--- config.mk ---
export PLATFORM = sky130hd
export DESIGN_NAME = wishbone_sram_slave
export DESIGN_NICKNAME = d
export VERILOG_FILES = /design/src/rtl/wishbone_sram_slave.sv
export SDC_FILE = /design/constraint.sdc
export NUM_CORES = 1
export LEC_CHECK = 0
export BUFFER_PORTS_ARGS = -buffer_cell sky130_fd_sc_hd__buf_2
export CORE_MARGIN = 2
export CORE_UTILIZATION = 36
export CTS_CLUSTER_DIAMETER = 60
export DETAILED_ROUTE_END_ITERATION = 10
export PLACE_DENSITY = 0.66
export SKIP_LAST_GASP = 1
export SLEW_MARGIN = 0
export SYNTH_ARGS = -nofsm -noshare
export SYNTH_HDL_FRONTEND = slang
export SYNTH_SLANG_ARGS = --single-unit
--- constraint.sdc ---
create_clock -name clk -period 4.25 [get_ports clk]
set_clock_uncertainty 0.15 [all_clocks]
set_input_delay 0.85 -clock clk [delete_from_list [all_inputs] [get_ports clk]]
set_output_delay 0.85 -clock clk [all_outputs]
set_load 0.05 [all_outputs]
--- src/rtl/wishbone_sram_slave.sv ---
// Wishbone classic slave that bridges 32-bit single transfers onto an
// asynchronous SRAM, with a programmable access pulse length.
module wishbone_sram_slave #(
  parameter int WAIT_CYCLES = 2,
  parameter int SRAM_AW     = 20
) (
  input  logic               clk,
  input  logic               rst,
  input  logic               wishbone_cyc_i,
  input  logic               wishbone_stb_i,
  input  logic [31:0]        wishbone_addr_i,
  input  logic [31:0]        wishbone_data_i,
  input  logic               wishbone_we_i,
  input  logic [15:0]        wishbone_select_i,
  output logic [31:0]        wishbone_data_o,
  output logic               wishbone_ack_o,
  output logic [SRAM_AW-1:0] sram_addr_o,
  output logic [31:0]        sram_data_o,
  input  logic [31:0]        sram_data_i,
  output logic               sram_data_oe,
  output logic               sram_ce_n,
  output logic               sram_oe_n,
  output logic               sram_we_n,
  output logic [3:0]         sram_be_n
);

  typedef enum logic [2:0] {
    S_IDLE, S_RD, S_WR_SETUP, S_WR_PULSE, S_WR_HOLD, S_ACK
  } state_t;

  localparam logic [3:0] CNT_LOAD = 4'(WAIT_CYCLES - 1);

  state_t              r_state, w_next;
  logic [3:0]          r_cnt, w_cnt_next;
  logic                r_abort, w_abort_next;
  logic [SRAM_AW-1:0]  r_addr;
  logic [31:0]         r_wdata;
  logic [31:0]         r_rdata;
  logic [3:0]          r_sel;
  logic                w_accept;
  logic                w_capture;
  logic                w_unused;

  // Byte-offset, upper address bits and upper select lanes carry no meaning here.
  assign w_unused = ^{wishbone_addr_i, wishbone_select_i[15:4]};

  assign sram_addr_o     = r_addr;
  assign sram_data_o     = r_wdata;
  assign wishbone_data_o = r_rdata;

  always_ff @(posedge clk or posedge rst) begin
    if (rst) begin
      r_state <= S_IDLE;
      r_cnt   <= '0;
      r_abort <= 1'b0;
      r_addr  <= '0;
      r_wdata <= '0;
      r_rdata <= '0;
      r_sel   <= '0;
    end else begin
      r_state <= w_next;
      r_cnt   <= w_cnt_next;
      r_abort <= w_abort_next;
      if (w_accept) begin
        r_addr  <= wishbone_addr_i[SRAM_AW+1:2];
        r_wdata <= wishbone_data_i;
        r_sel   <= wishbone_select_i[3:0];
      end
      if (w_capture) r_rdata <= sram_data_i;
    end
  end

  // Strobes are decoded straight from the registered state so that an
  // asynchronous reset releases the SRAM pins in the same cycle.
  always_comb begin
    w_next         = r_state;
    w_cnt_next     = r_cnt;
    w_abort_next   = r_abort;
    w_accept       = 1'b0;
    w_capture      = 1'b0;
    wishbone_ack_o = 1'b0;
    sram_ce_n      = 1'b1;
    sram_oe_n      = 1'b1;
    sram_we_n      = 1'b1;
    sram_data_oe   = 1'b0;
    sram_be_n      = 4'b1111;
    case (r_state)
      S_IDLE: begin
        w_abort_next = 1'b0;
        if (wishbone_cyc_i && wishbone_stb_i) begin
          w_accept   = 1'b1;
          w_cnt_next = CNT_LOAD;
          w_next     = wishbone_we_i ? S_WR_SETUP : S_RD;
        end
      end
      S_RD: begin
        sram_ce_n = 1'b0;
        sram_oe_n = 1'b0;
        sram_be_n = 4'b0000;
        if (!wishbone_cyc_i) begin
          w_next     = S_IDLE;
          w_cnt_next = '0;
        end else if (r_cnt == 4'd0) begin
          w_capture = 1'b1;
          w_next    = S_ACK;
        end else begin
          w_cnt_next = r_cnt - 4'd1;
        end
      end
      S_WR_SETUP: begin
        sram_ce_n    = 1'b0;
        sram_data_oe = 1'b1;
        sram_be_n    = ~r_sel;
        w_cnt_next   = CNT_LOAD;
        w_next       = S_WR_PULSE;
        if (!wishbone_cyc_i) w_abort_next = 1'b1;
      end
      S_WR_PULSE: begin
        sram_ce_n    = 1'b0;
        sram_data_oe = 1'b1;
        sram_be_n    = ~r_sel;
        // An all-zero select writes nothing, so the pulse is suppressed.
        sram_we_n    = (r_sel == 4'b0000);
        if (!wishbone_cyc_i) w_abort_next = 1'b1;
        if (r_cnt == 4'd0) w_next = S_WR_HOLD;
        else               w_cnt_next = r_cnt - 4'd1;
      end
      S_WR_HOLD: begin
        sram_ce_n    = 1'b0;
        sram_data_oe = 1'b1;
        sram_be_n    = ~r_sel;
        w_next       = (r_abort || !wishbone_cyc_i) ? S_IDLE : S_ACK;
      end
      S_ACK: begin
        wishbone_ack_o = 1'b1;
        w_next         = S_IDLE;
      end
      default: w_next = S_IDLE;
    endcase
  end

endmodule

# [Word-level counts from Yosys, hierarchy flattened]
# Cells that the tools add are included.
# W data, S select, Z words.
[word_totals] input_bits=117 elab_cells=56 reg_bits=96 out_inout_bits=93
[classes] mux=24 reduce_logical=14 n_addsub=1 eq_ne=9 bitwise=1
[op_table] op="$pmux W4 S4" n=1
[op_table] op="$mux W3" n=5
[op_table] op="$pmux W3 S5" n=1
[op_table] op="$mux W4" n=3
[op_table] op="$mux W1" n=11
[op_table] op="$logic_not A4 Y1" n=2
[op_table] op="$pmux W4 S2" n=1
[op_table] op="$eq A3 B2 Y1 const B" n=2
[op_table] op="$eq A3 B3 Y1 const B" n=2
[op_table] op="$ne A2 B2 Y1 const B" n=3
[op_table] op="$not A4 Y4" n=1
[op_table] op="$reduce_and A2 Y1" n=2
[op_table] op="$reduce_bool A4 Y1" n=1
[op_table] op="$reduce_or A4 Y1" n=1
[op_table] op="$sub A4 B1 Y4 const B" n=1
[op_table] op="$eq A3 B1 Y1 const B" n=1
[op_table] op="$logic_not A3 Y1" n=1
[op_table] op="$ne A3 B3 Y1 const B" n=1
[op_table] op="$reduce_and A3 Y1" n=1
[op_table] op="$reduce_or A3 Y1" n=1
[op_table] op="$mux W2" n=1
[op_table] op="$pmux W1 S2" n=1
[op_table] op="$reduce_bool A2 Y1" n=1
[op_table] op="$reduce_or A2 Y1" n=1
[op_table] op="3 further kinds" n=3

# [Depth between registers and ports, before layout]
# Gate-level depths: netlist of the first run.
[depth] depth_word=4 mapped_depth=6 ltp_nobuf=5

# [Least setup slack after synthesis of the first run]
# Ideal clock, no wire load.
[synth_timing] kind="reg-to-output" from="register r_state[2]" to="output port sram_be_n[0]" arrival_time_ps=1815 path_stages_with_launch=4 t_required_ps=3250 slack_ps=1435 path_buffers=1 cell_sequence="dfrtp_1 > buf_2 > mux2_2 > a21oi_1"
[synth_via] elab_chain_len=3 elab_cells_between_ends=6 classes_between="eq/ne: 4; mux: 1; reduce/logical: 1"
[synth_rtl] item="start: declaration" line_no="33" source="state_t r_state, w_next;"
[synth_rtl] item="start signal: assignment" line_no="61" source="r_state <= w_next;"
[synth_rtl] item="$eq A3 B2 Y1 / $eq A3 B3 Y1 (equally long branches)" line_no="87" source="case (r_state)"
[synth_rtl] item="$reduce_or A3 Y1 (no line)"
[synth_rtl] item="$pmux W4 S2 (*)" line_no="87"
[synth_rtl] item="end: declaration" line_no="24" source="output logic [3:0] sram_be_n"
# Mark *: on every way between the ends. The rest lies on a longest branch, timed or not.

# [Worst setup path after layout of the first run]
[layout_timing] from="register r_state[0]" to="output port sram_ce_n"
[layout_via] elab_chain_len=3 elab_cells_between_ends=6 classes_between="eq/ne: 4; mux: 1; reduce/logical: 1"
[layout_rtl] item="$eq A3 B2 Y1, or another cell as far along" line_no="87"
[layout_rtl] item="$reduce_or A4 Y1 (no line) (*)"
[layout_rtl] item="$mux W1 (*)" line_no="87"
[layout_rtl] item="end: declaration" line_no="21" source="output logic sram_ce_n,"
# Marks and branches as above.

==> parameters.txt, run 1 <==
Parameter                              Value

Timing
  Final clock period utilization by the worst path ... 71.0%
  Pins Over Slew Limit ... 0
  Hold Violations, Final ... 0
  Setup repair after global routing missed its margin ... no
  Summed negative setup slack over all endpoints ... 0 ns
  Final worst hold slack ... 0.350 ns
  Shortest period the worst path allows ... 3.02 ns
  Maximum clock frequency ... 0.331 GHz
  Finish-stage setup viols ... 0
  Slew headroom ... 50.4%
  Worst-margin pin slew ... 0.744 ns

Critical path
  Required @ worst endpoint ... 3.25 ns
  Critical path startpoint ... r_state[0]$_DFFE_PP0P_
  Element type at the critical path start ... flop
  Cell Chain, Critical Path ... nor2b_1 > nor2b_1 > nor2_1 > buf_2
  Crit end category ... output pin
  Largest stage delay on the critical path ... 0.55 ns
  Crit Path Max Fanout ... 13
  Critical path's most frequent cell ... sky130_fd_sc_hd__nor2b_1
  Beginning of the worst register-to-register path ... r_state[2]$_DFFE_PP0P_
  Endpoint arrival time on the critical path ... 2.02 ns
  Crit Path Category ... reg -> out
  Slowest cell on the critical path ... sky130_fd_sc_hd__dfrtp_1

Logic synthesis
  Cell variety after synth ... 37
  Instance count of the mapped netlist ... 255
  Post-synthesis sequential area ratio ... 59.2%
  Netlist area before placement ... 4060 µm²
  Register bit count reported by yosys ... 96
  Synthesized net count ... 373
  Mean cell area of the mapped netlist ... 15.9 µm²
  Synthesis Warnings ... 0

Floorplanning
  Horiz. Die Dim ... 110 µm
  Number of standard-cell rows in the floorplan ... 38
  Number of primary I/O pins ... 210
  Area of the die ... 12100 µm²
  Die height ... 110 µm
  Area of the placeable core ... 10900 µm²
  Initial Utilization ... 37.1%

Clock tree
  Count of buffers added by post-CTS timing repair for setup ... 0
  CTS Hold Bufs ... 0
  Number of buffers on the longest clock path ... 2
  CTS sink count ... 96
  CTS Root Cell ... sky130_fd_sc_hd__clkbuf_16
  TritonCTS clock tree ... yes
  Clock input transition at the sequential cells of the worst setup and hold paths ... 0.07 ns
  Clock buffer count from CTS ... 9
  Clock insertion delay at the later pin of the skew report ... 0.33 ns
  Total number of H-tree levels ... 3
  Total of cells resized after clock tree synthesis ... 0

Drt
  Met3 WL ... 850 µm
  M1 WL ... 3660 µm
  Met2 wire length ... 3590 µm
  Count of unresolved DRC violations after routing ... 0
  Detailed-route wire length ... 8190 µm
  Top Layer Used ... met4
  Wire length per cell ... 14.0 µm
  Vias per cell ... 4.54
  Post-route ant nets ... 0
  Total number of vias ... 2654
  Starting DRT DRC Count ... 117
  Number of detailed-routing iterations run before antenna repair ... 4

GRT
  Overflow left after global routing ... 0
  Vias in the first global route ... 2685
  Wire length of the first global-routing pass ... 12500 µm
  Antenna violations before repair ... 0
  Maximum number of pins on one net before global-route repair ... 63
  Total track usage ... 13.3%

Placement
  HPWL Detailed ... 5980 µm
  I/O Buffers ... 185
  Final RePlAce weighted congestion ... 0.764
  Post-detailed-placement cell area ... 5070 µm²

Run
  Max-cap check violation count ... 0

Worst hold path
  Type of the tightest min-delay check ... reg -> reg
  Hold path startpoint ... wishbone_data_o[24]$_DFFE_PP0P_

Finish
  Inserted Diodes ... 0
  Leading cell type in the layout, fill and taps excluded ... sky130_fd_sc_hd__buf_2
  Share of post-route cells with drive strength above 1 ... 66.7%
  # nets final ... 558
  Highest-count cells in the layout ignoring fill and taps ... 185 x sky130_fd_sc_hd__buf_2, 96 x sky130_fd_sc_hd__dfrtp_1, 49 x sky130_fd_sc_hd__mux2_2
  Syn-to-layout area delta ... 32.0%
  Final standard cell area without fillers ... 5360 µm²

Outcome
  Run status ... finished clean
-- synth_stat cells --
cell type | number | area [µm²]
sky130_fd_sc_hd__nor3_1 | 1 | 5.00
sky130_fd_sc_hd__a311o_1 | 1 | 10.0
sky130_fd_sc_hd__a21oi_1 | 5 | 25.0
sky130_fd_sc_hd__nand3_4 | 1 | 17.5
sky130_fd_sc_hd__o21ai_0 | 6 | 30.0
sky130_fd_sc_hd__or3_1 | 1 | 6.26
sky130_fd_sc_hd__a21bo_2 | 1 | 10.0
sky130_fd_sc_hd__nor2_1 | 5 | 18.8
sky130_fd_sc_hd__nand2_1 | 2 | 7.51
sky130_fd_sc_hd__and2_1 | 1 | 6.26
sky130_fd_sc_hd__nand3b_1 | 1 | 7.51
sky130_fd_sc_hd__mux2_2 | 49 | 552
sky130_fd_sc_hd__nor2b_1 | 4 | 25.0
sky130_fd_sc_hd__inv_1 | 6 | 22.5
sky130_fd_sc_hd__buf_6 | 9 | 101
sky130_fd_sc_hd__a31oi_1 | 1 | 6.26
sky130_fd_sc_hd__nand4b_1 | 1 | 8.76
sky130_fd_sc_hd__mux2_4 | 40 | 601
sky130_fd_sc_hd__a32o_1 | 1 | 10.0
sky130_fd_sc_hd__or4_1 | 1 | 7.51
sky130_fd_sc_hd__o32ai_1 | 1 | 8.76
sky130_fd_sc_hd__nor2b_4 | 1 | 13.8
sky130_fd_sc_hd__buf_2 | 4 | 20.0
sky130_fd_sc_hd__nand3_2 | 1 | 10.0
sky130_fd_sc_hd__xnor2_1 | 1 | 8.76
sky130_fd_sc_hd__nand3_1 | 2 | 10.0
sky130_fd_sc_hd__clkbuf_1 | 1 | 3.75
sky130_fd_sc_hd__or2_0 | 1 | 6.26
sky130_fd_sc_hd__a2111oi_0 | 1 | 8.76
sky130_fd_sc_hd__dfrtp_1 | 96 | 2400
sky130_fd_sc_hd__o22ai_1 | 1 | 6.26
sky130_fd_sc_hd__nor3b_1 | 2 | 15.0
sky130_fd_sc_hd__a211oi_1 | 2 | 15.0
sky130_fd_sc_hd__o41a_1 | 1 | 11.3
sky130_fd_sc_hd__a311oi_1 | 1 | 8.76
sky130_fd_sc_hd__nor3b_4 | 1 | 18.8
sky130_fd_sc_hd__ha_1 | 1 | 12.5
-- flip-flops by register name (all words and copies together), names as in the netlist --
register and flops:
r_abort 1, sram_addr_o 20, r_state 3, wishbone_data_o 32
sram_data_o 32, r_sel 4, r_cnt 4
-- worst paths after layout --
path                                                         to  slack [ns]  cells after the start
worst max-delay path                                  sram_ce_n        1.23                      4
worst max register to register      sram_addr_o[14]$_DFFE_PP0P_        1.81                      4
min in group asynchronous           sram_data_o[18]$_DFFE_PP0P_        0.51                      2
max in group asynchronous        wishbone_data_o[3]$_DFFE_PP0P_        2.70                      3
worst min register to register  wishbone_data_o[24]$_DFFE_PP0P_        0.35                      1
worst min-delay path            wishbone_data_o[24]$_DFFE_PP0P_        0.35                      1
-- area by class of cell --
| class | count | area, µm² |
|---|---|---|
| clock buffer | 11 | 233 |
| clock inverter | 5 | 57.6 |
| fill | 977 | 5580 |
| inverter | 6 | 25.0 |
| multi-input combinational | 139 | 1520 |
| sequential | 96 | 2400 |
| tap | 140 | 175 |
| timing repair buffer | 188 | 948 |
-- stage by stage --
stage	util (%)	setup slack, ns	cells
after global routing	49.0	1.08	585
after floorplan	-	0.745	255
after global placement	46.3	1.47	569
after CTS	49.0	1.21	585
after detailed placement	46.3	1.45	569
final	49.0	1.23	585
-- cell families after synthesis --
| logic type | share of synthesized area (%) |
|---|---|
| fa+ha+maj | 0.308 |
| xor+xnor | 0.216 |
| compound gates | 3.70 |
| simple gates | 4.53 |
| flops | 59.2 |
| buf+inv | 3.64 |
| mux | 28.4 |
-- per-layer routing --
metal | global-route usage, % | up-vias
met5 | 0 | -
met3 | 5.17 | 5
met2 | 20.0 | 137
met4 | 4.82 | 0
li1 | - | 1273
met1 | 17.6 | 1239
-- critical path: cells and delay by family (launching register included) --
family        cells  cell delay [ns]
simple gates      3             0.91
flops             1             0.55
buf+inv           1             0.22
Power of run 1 is not shown: default switching activity piles up to over one toggle a cycle in this logic, so the estimate is an artifact.
==> run 2, diff against run 1 <==
ABC_AREA = 1   (was default)
clock period = 2.8 ns   (was 4.25 ns; I/O delays follow)
==> parameters.txt, run 2 <==
Parameter                              Value

Outcome
  Run status ... finished clean (unchanged)

Logic synthesis
  Synthesized-area fraction occupied by adder cells ... 0.307% (was 0.308%)
  Post-synthesis mux area share ... 0% (was 28.4%)
  Xor and xnor fraction of the mapped netlist area ... 0.430% (was 0.216%)
  Post-synthesis share of cell area spent on and, or, nand and nor gates ... 27.6% (was 4.53%)
  Compound-Gate Fraction of Synth Area ... 6.42% (was 3.70%)
  Post-synth EDFFs ... 0 (unchanged)
  Dominant combinational cell family by area after synthesis ... simple AND/OR/NAND/NOR gates (was multiplexers)
  Most frequent cell after synthesis ... sky130_fd_sc_hd__nand2_1 (was sky130_fd_sc_hd__dfrtp_1)
  Top_reg_cell synth ... sky130_fd_sc_hd__dfrtp_1 (unchanged)
  Synthesized net count ... 584 (was 373)
  Largest area contributor in the netlist ... sky130_fd_sc_hd__dfrtp_1 (unchanged)
  Leading post-synthesis cells by instance count ... 196 x sky130_fd_sc_hd__nand2_1, 96 x sky130_fd_sc_hd__dfrtp_1, 58 x sky130_fd_sc_hd__nand3_1 (was 96 x sky130_fd_sc_hd__dfrtp_1, 49 x sky130_fd_sc_hd__mux2_2, 40 x sky130_fd_sc_hd__mux2_4)
  Instance count of the mapped netlist ... 466 (was 255)
  Register bit count reported by yosys ... 96 (unchanged)
  Netlist area before placement ... 4080 µm² (was 4060 µm²)
  Top post-synthesis cells by area ... sky130_fd_sc_hd__dfrtp_1 59%, sky130_fd_sc_hd__nand2_1 18%, sky130_fd_sc_hd__nand3_1 7.1%, sky130_fd_sc_hd__o21ai_0 3.6%, sky130_fd_sc_hd__buf_2 2.0% (was sky130_fd_sc_hd__dfrtp_1 59%, sky130_fd_sc_hd__mux2_4 15%, sky130_fd_sc_hd__mux2_2 14%, sky130_fd_sc_hd__buf_6 2.5%, sky130_fd_sc_hd__o21ai_0 0.74%)
  Post-synth ARST share ... 100% (unchanged)
  Proportion of netlist area held by the largest area contributor ... 58.9% (was 59.2%)
  Mean cell area of the mapped netlist ... 8.74 µm² (was 15.9 µm²)
  Post-synthesis sequential area ratio ... 58.9% (was 59.2%)
  Synthesis Warnings ... 0 (unchanged)
  Cell variety after synth ... 28 (was 37)

Floorplanning
  Horiz. Die Dim ... 110 µm (about the same)
  Die height ... 110 µm (about the same)
  Number of primary I/O pins ... 210 (unchanged)
  Initial Utilization ... 37.3% (was 37.1%)
  Area of the die ... 12200 µm² (was 12100 µm²)
  Area of the placeable core ... 10900 µm² (unchanged)
  Number of standard-cell rows in the floorplan ... 38 (unchanged)

Clock tree
  Number of buffers on the longest clock path ... 2 (unchanged)
  CTS sink count ... 96 (unchanged)
  Total of cells resized after clock tree synthesis ... 0 (unchanged)
  TritonCTS clock tree ... yes (unchanged)
  Clock buffer count from CTS ... 9 (unchanged)
  Clock insertion delay at the later pin of the skew report ... 0.33 ns (about the same)
  Count of buffers added by post-CTS timing repair for setup ... 0 (unchanged)
  CTS Hold Bufs ... 0 (unchanged)
  CTS Root Cell ... sky130_fd_sc_hd__clkbuf_16 (unchanged)
  Total number of H-tree levels ... 3 (unchanged)
  Clock input transition at the sequential cells of the worst setup and hold paths ... 0.07 ns (about the same)

Drt
  Detailed-route wire length ... 10400 µm (was 8190 µm)
  Vias per cell ... 4.68 (was 4.54)
  Wire length per cell ... 13.2 µm (was 14.0 µm)
  Post-route ant nets ... 0 (unchanged)
  Starting DRT DRC Count ... 166 (was 117)
  Number of detailed-routing iterations run before antenna repair ... 6 (was 4)
  Count of unresolved DRC violations after routing ... 0 (unchanged)
  Total number of vias ... 3672 (was 2654)

Critical path
  Largest stage delay on the critical path ... 0.48 ns (was 0.55 ns)
  Crit Path Category ... reg -> out (unchanged)
  Slowest cell on the critical path ... sky130_fd_sc_hd__dfrtp_1 (unchanged)
  Required @ worst endpoint ... 2.09 ns (was 3.25 ns)
  Number of buffers and inverters on the critical path ... 2 (was 1)
  Crit Path Max Fanout ... 7 (was 13)
  Endpoint arrival time on the critical path ... 1.88 ns (was 2.02 ns)
  Crit end category ... output pin (unchanged)
  Cell Chain, Critical Path ... nor2_1 > nand2_1 > o21ai_1 > inv_1 > nand2_1 > o21ai_1 > buf_2 (was nor2b_1 > nor2b_1 > nor2_1 > buf_2)
  Cell class contributing the biggest share of worst-path delay ... flip-flops (was simple AND/OR/NAND/NOR gates)
  Element type at the critical path start ... flop (unchanged)

Placement
  HPWL Detailed ... 7370 µm (was 5980 µm)
  I/O Buffers ... 185 (unchanged)
  Final RePlAce weighted congestion ... 0.813 (was 0.764)
  Worst setup slack after placement ... 0.567 ns (was 1.45 ns)
  Instance count after placement with tap cells included ... 769 (was 569)

Finish
  Area occupied by registers ... 2400 µm² (unchanged)
  Syn-to-layout area delta ... 31.3% (was 32.0%)
  Area of the multi-input gates ... 1420 µm² (was 1520 µm²)
  Fraction of the core area covered by cells at the end of the flow ... 48.9% (was 49.0%)
  # nets final ... 758 (was 558)
  Fillcell total ... 1097 (was 977)
  Share of post-route cells with drive strength above 1 ... 33.8% (was 66.7%)
  Highest-count cells in the layout ignoring fill and taps ... 196 x sky130_fd_sc_hd__nand2_1, 185 x sky130_fd_sc_hd__buf_2, 96 x sky130_fd_sc_hd__dfrtp_1 (was 185 x sky130_fd_sc_hd__buf_2, 96 x sky130_fd_sc_hd__dfrtp_1, 49 x sky130_fd_sc_hd__mux2_2)
  Leading cell type in the layout, fill and taps excluded ... sky130_fd_sc_hd__nand2_1 (was sky130_fd_sc_hd__buf_2)
  Count of non-filler cells in the finished layout ... 785 (was 585)
  Inserted Diodes ... 0 (unchanged)

Timing
  Slew headroom ... 53.0% (was 50.4%)
  Worst-margin pin slew ... 0.703 ns (was 0.744 ns)
  Finish-stage setup viols ... 0 (unchanged)
  Hold Violations, Final ... 0 (unchanged)
  Shortest period the worst path allows ... 2.59 ns
  Pins Over Slew Limit ... 0 (unchanged)
  Maximum clock frequency ... 0.387 GHz
  Setup repair after global routing missed its margin ... no (unchanged)
  Final clock period utilization by the worst path ... 92.4%
  Setup slack after layout ... 0.214 ns (was 1.23 ns)

GRT
  Maximum number of pins on one net before global-route repair ... 97 (was 63)
  Wire length of the first global-routing pass ... 16200 µm (was 12500 µm)
  Antenna violations before repair ... 0 (unchanged)
  Overflow left after global routing ... 0 (unchanged)
  Vias in the first global route ... 3510 (was 2685)
  Total track usage ... 17.2% (was 13.3%)

Run
  Max-cap check violation count ... 0 (unchanged)

Power
  Power density over cell area ... 1510 nW/µm²
  Static Leakage ... 3.07 nW
  VDD IR max ... 0.000795 V

Worst hold path
  Type of the tightest min-delay check ... in -> async (was reg -> reg)
-- run 2: worst register-to-register path: stages, from the launching register on --
cell and delay (ns):
sky130_fd_sc_hd__dfrtp_1 0.46, sky130_fd_sc_hd__inv_2 0.11, sky130_fd_sc_hd__nand2_2 0.09, sky130_fd_sc_hd__nor2_4 0.13, sky130_fd_sc_hd__nand2_4 0.21, sky130_fd_sc_hd__nor2_4 0.62
sky130_fd_sc_hd__nand2_1 0.13, sky130_fd_sc_hd__nand2_1 0.10
-- run 2: cells by family (layout without fill, tap and decap cells) --
group	Yosys count	count (layout)
and+or+nand+nor	271	271
DFF	96	96
adders and majority gates	1	1
xor gates and xnor gates	2	2
AOI/OAI and AO/OA	49	49
buffers and inverters	47	226
-- run 2: where the power goes --
group          switching, mW  internal [mW]  total, mW
combinational           3.59          0.935       4.53
clock                  0.500          0.715       1.22
sequential             0.332           2.00       2.33
total                   4.42           3.65       8.07
-- run 2: final timing paths --
check,cells after the start,end,slack (ns),startpoint
max in group asynchronous,3,r_cnt[1]$_DFFE_PP0P_,1.87,rst
worst min-delay path,3,wishbone_data_o[23]$_DFFE_PP0P_,0.18,rst
worst min register to register,2,sram_addr_o[1]$_DFFE_PP0P_,0.32,sram_addr_o[1]$_DFFE_PP0P_
worst max register to register,7,wishbone_data_o[28]$_DFFE_PP0P_,0.75,r_state[2]$_DFFE_PP0P_
worst max-delay path,7,sram_be_n[2],0.21,r_state[1]$_DFFE_PP0P_
min in group clk,3,wishbone_data_o[0]$_DFFE_PP0P_,0.27,sram_data_i[0]
-- run 2: area by class of cell --
class                      count  area share (%)
inverter                      19            1.40
clock inverter                 5            1.05
sequential                    96            44.9
clock buffer                  11            4.53
timing repair buffer         191            18.4
tap                          140            3.27
multi-input combinational    323            26.5
-- run 2: metal layers --
| layer | track usage, % | up-vias | part of all wire, % |
|---|---|---|---|
| met2 | 29.9 | 96 | 50 |
| met3 | 3.12 | 9 | 4.5 |
| met1 | 21.4 | 1731 | 44 |
| li1 | - | 1836 | - |
| met5 | 0 | - | 0 |
| met4 | 5.98 | 0 | 1.4 |
-- run 2: stage by stage --
step           area, µm²  power (mW)  hold WS, ns  TNS, ns
6_report            5350        8.07        0.178        0
5_1_grt             5350        8.62        0.267        0
4_1_cts             5350        8.16        0.244        0
3_5_place_dp        5050        6.93        0.304        0
3_3_place_gp        5050        6.82        0.299        0
2_1_floorplan       4080        5.88        0.314   -0.830
Note: power is estimated with default switching activity, not from simulation.
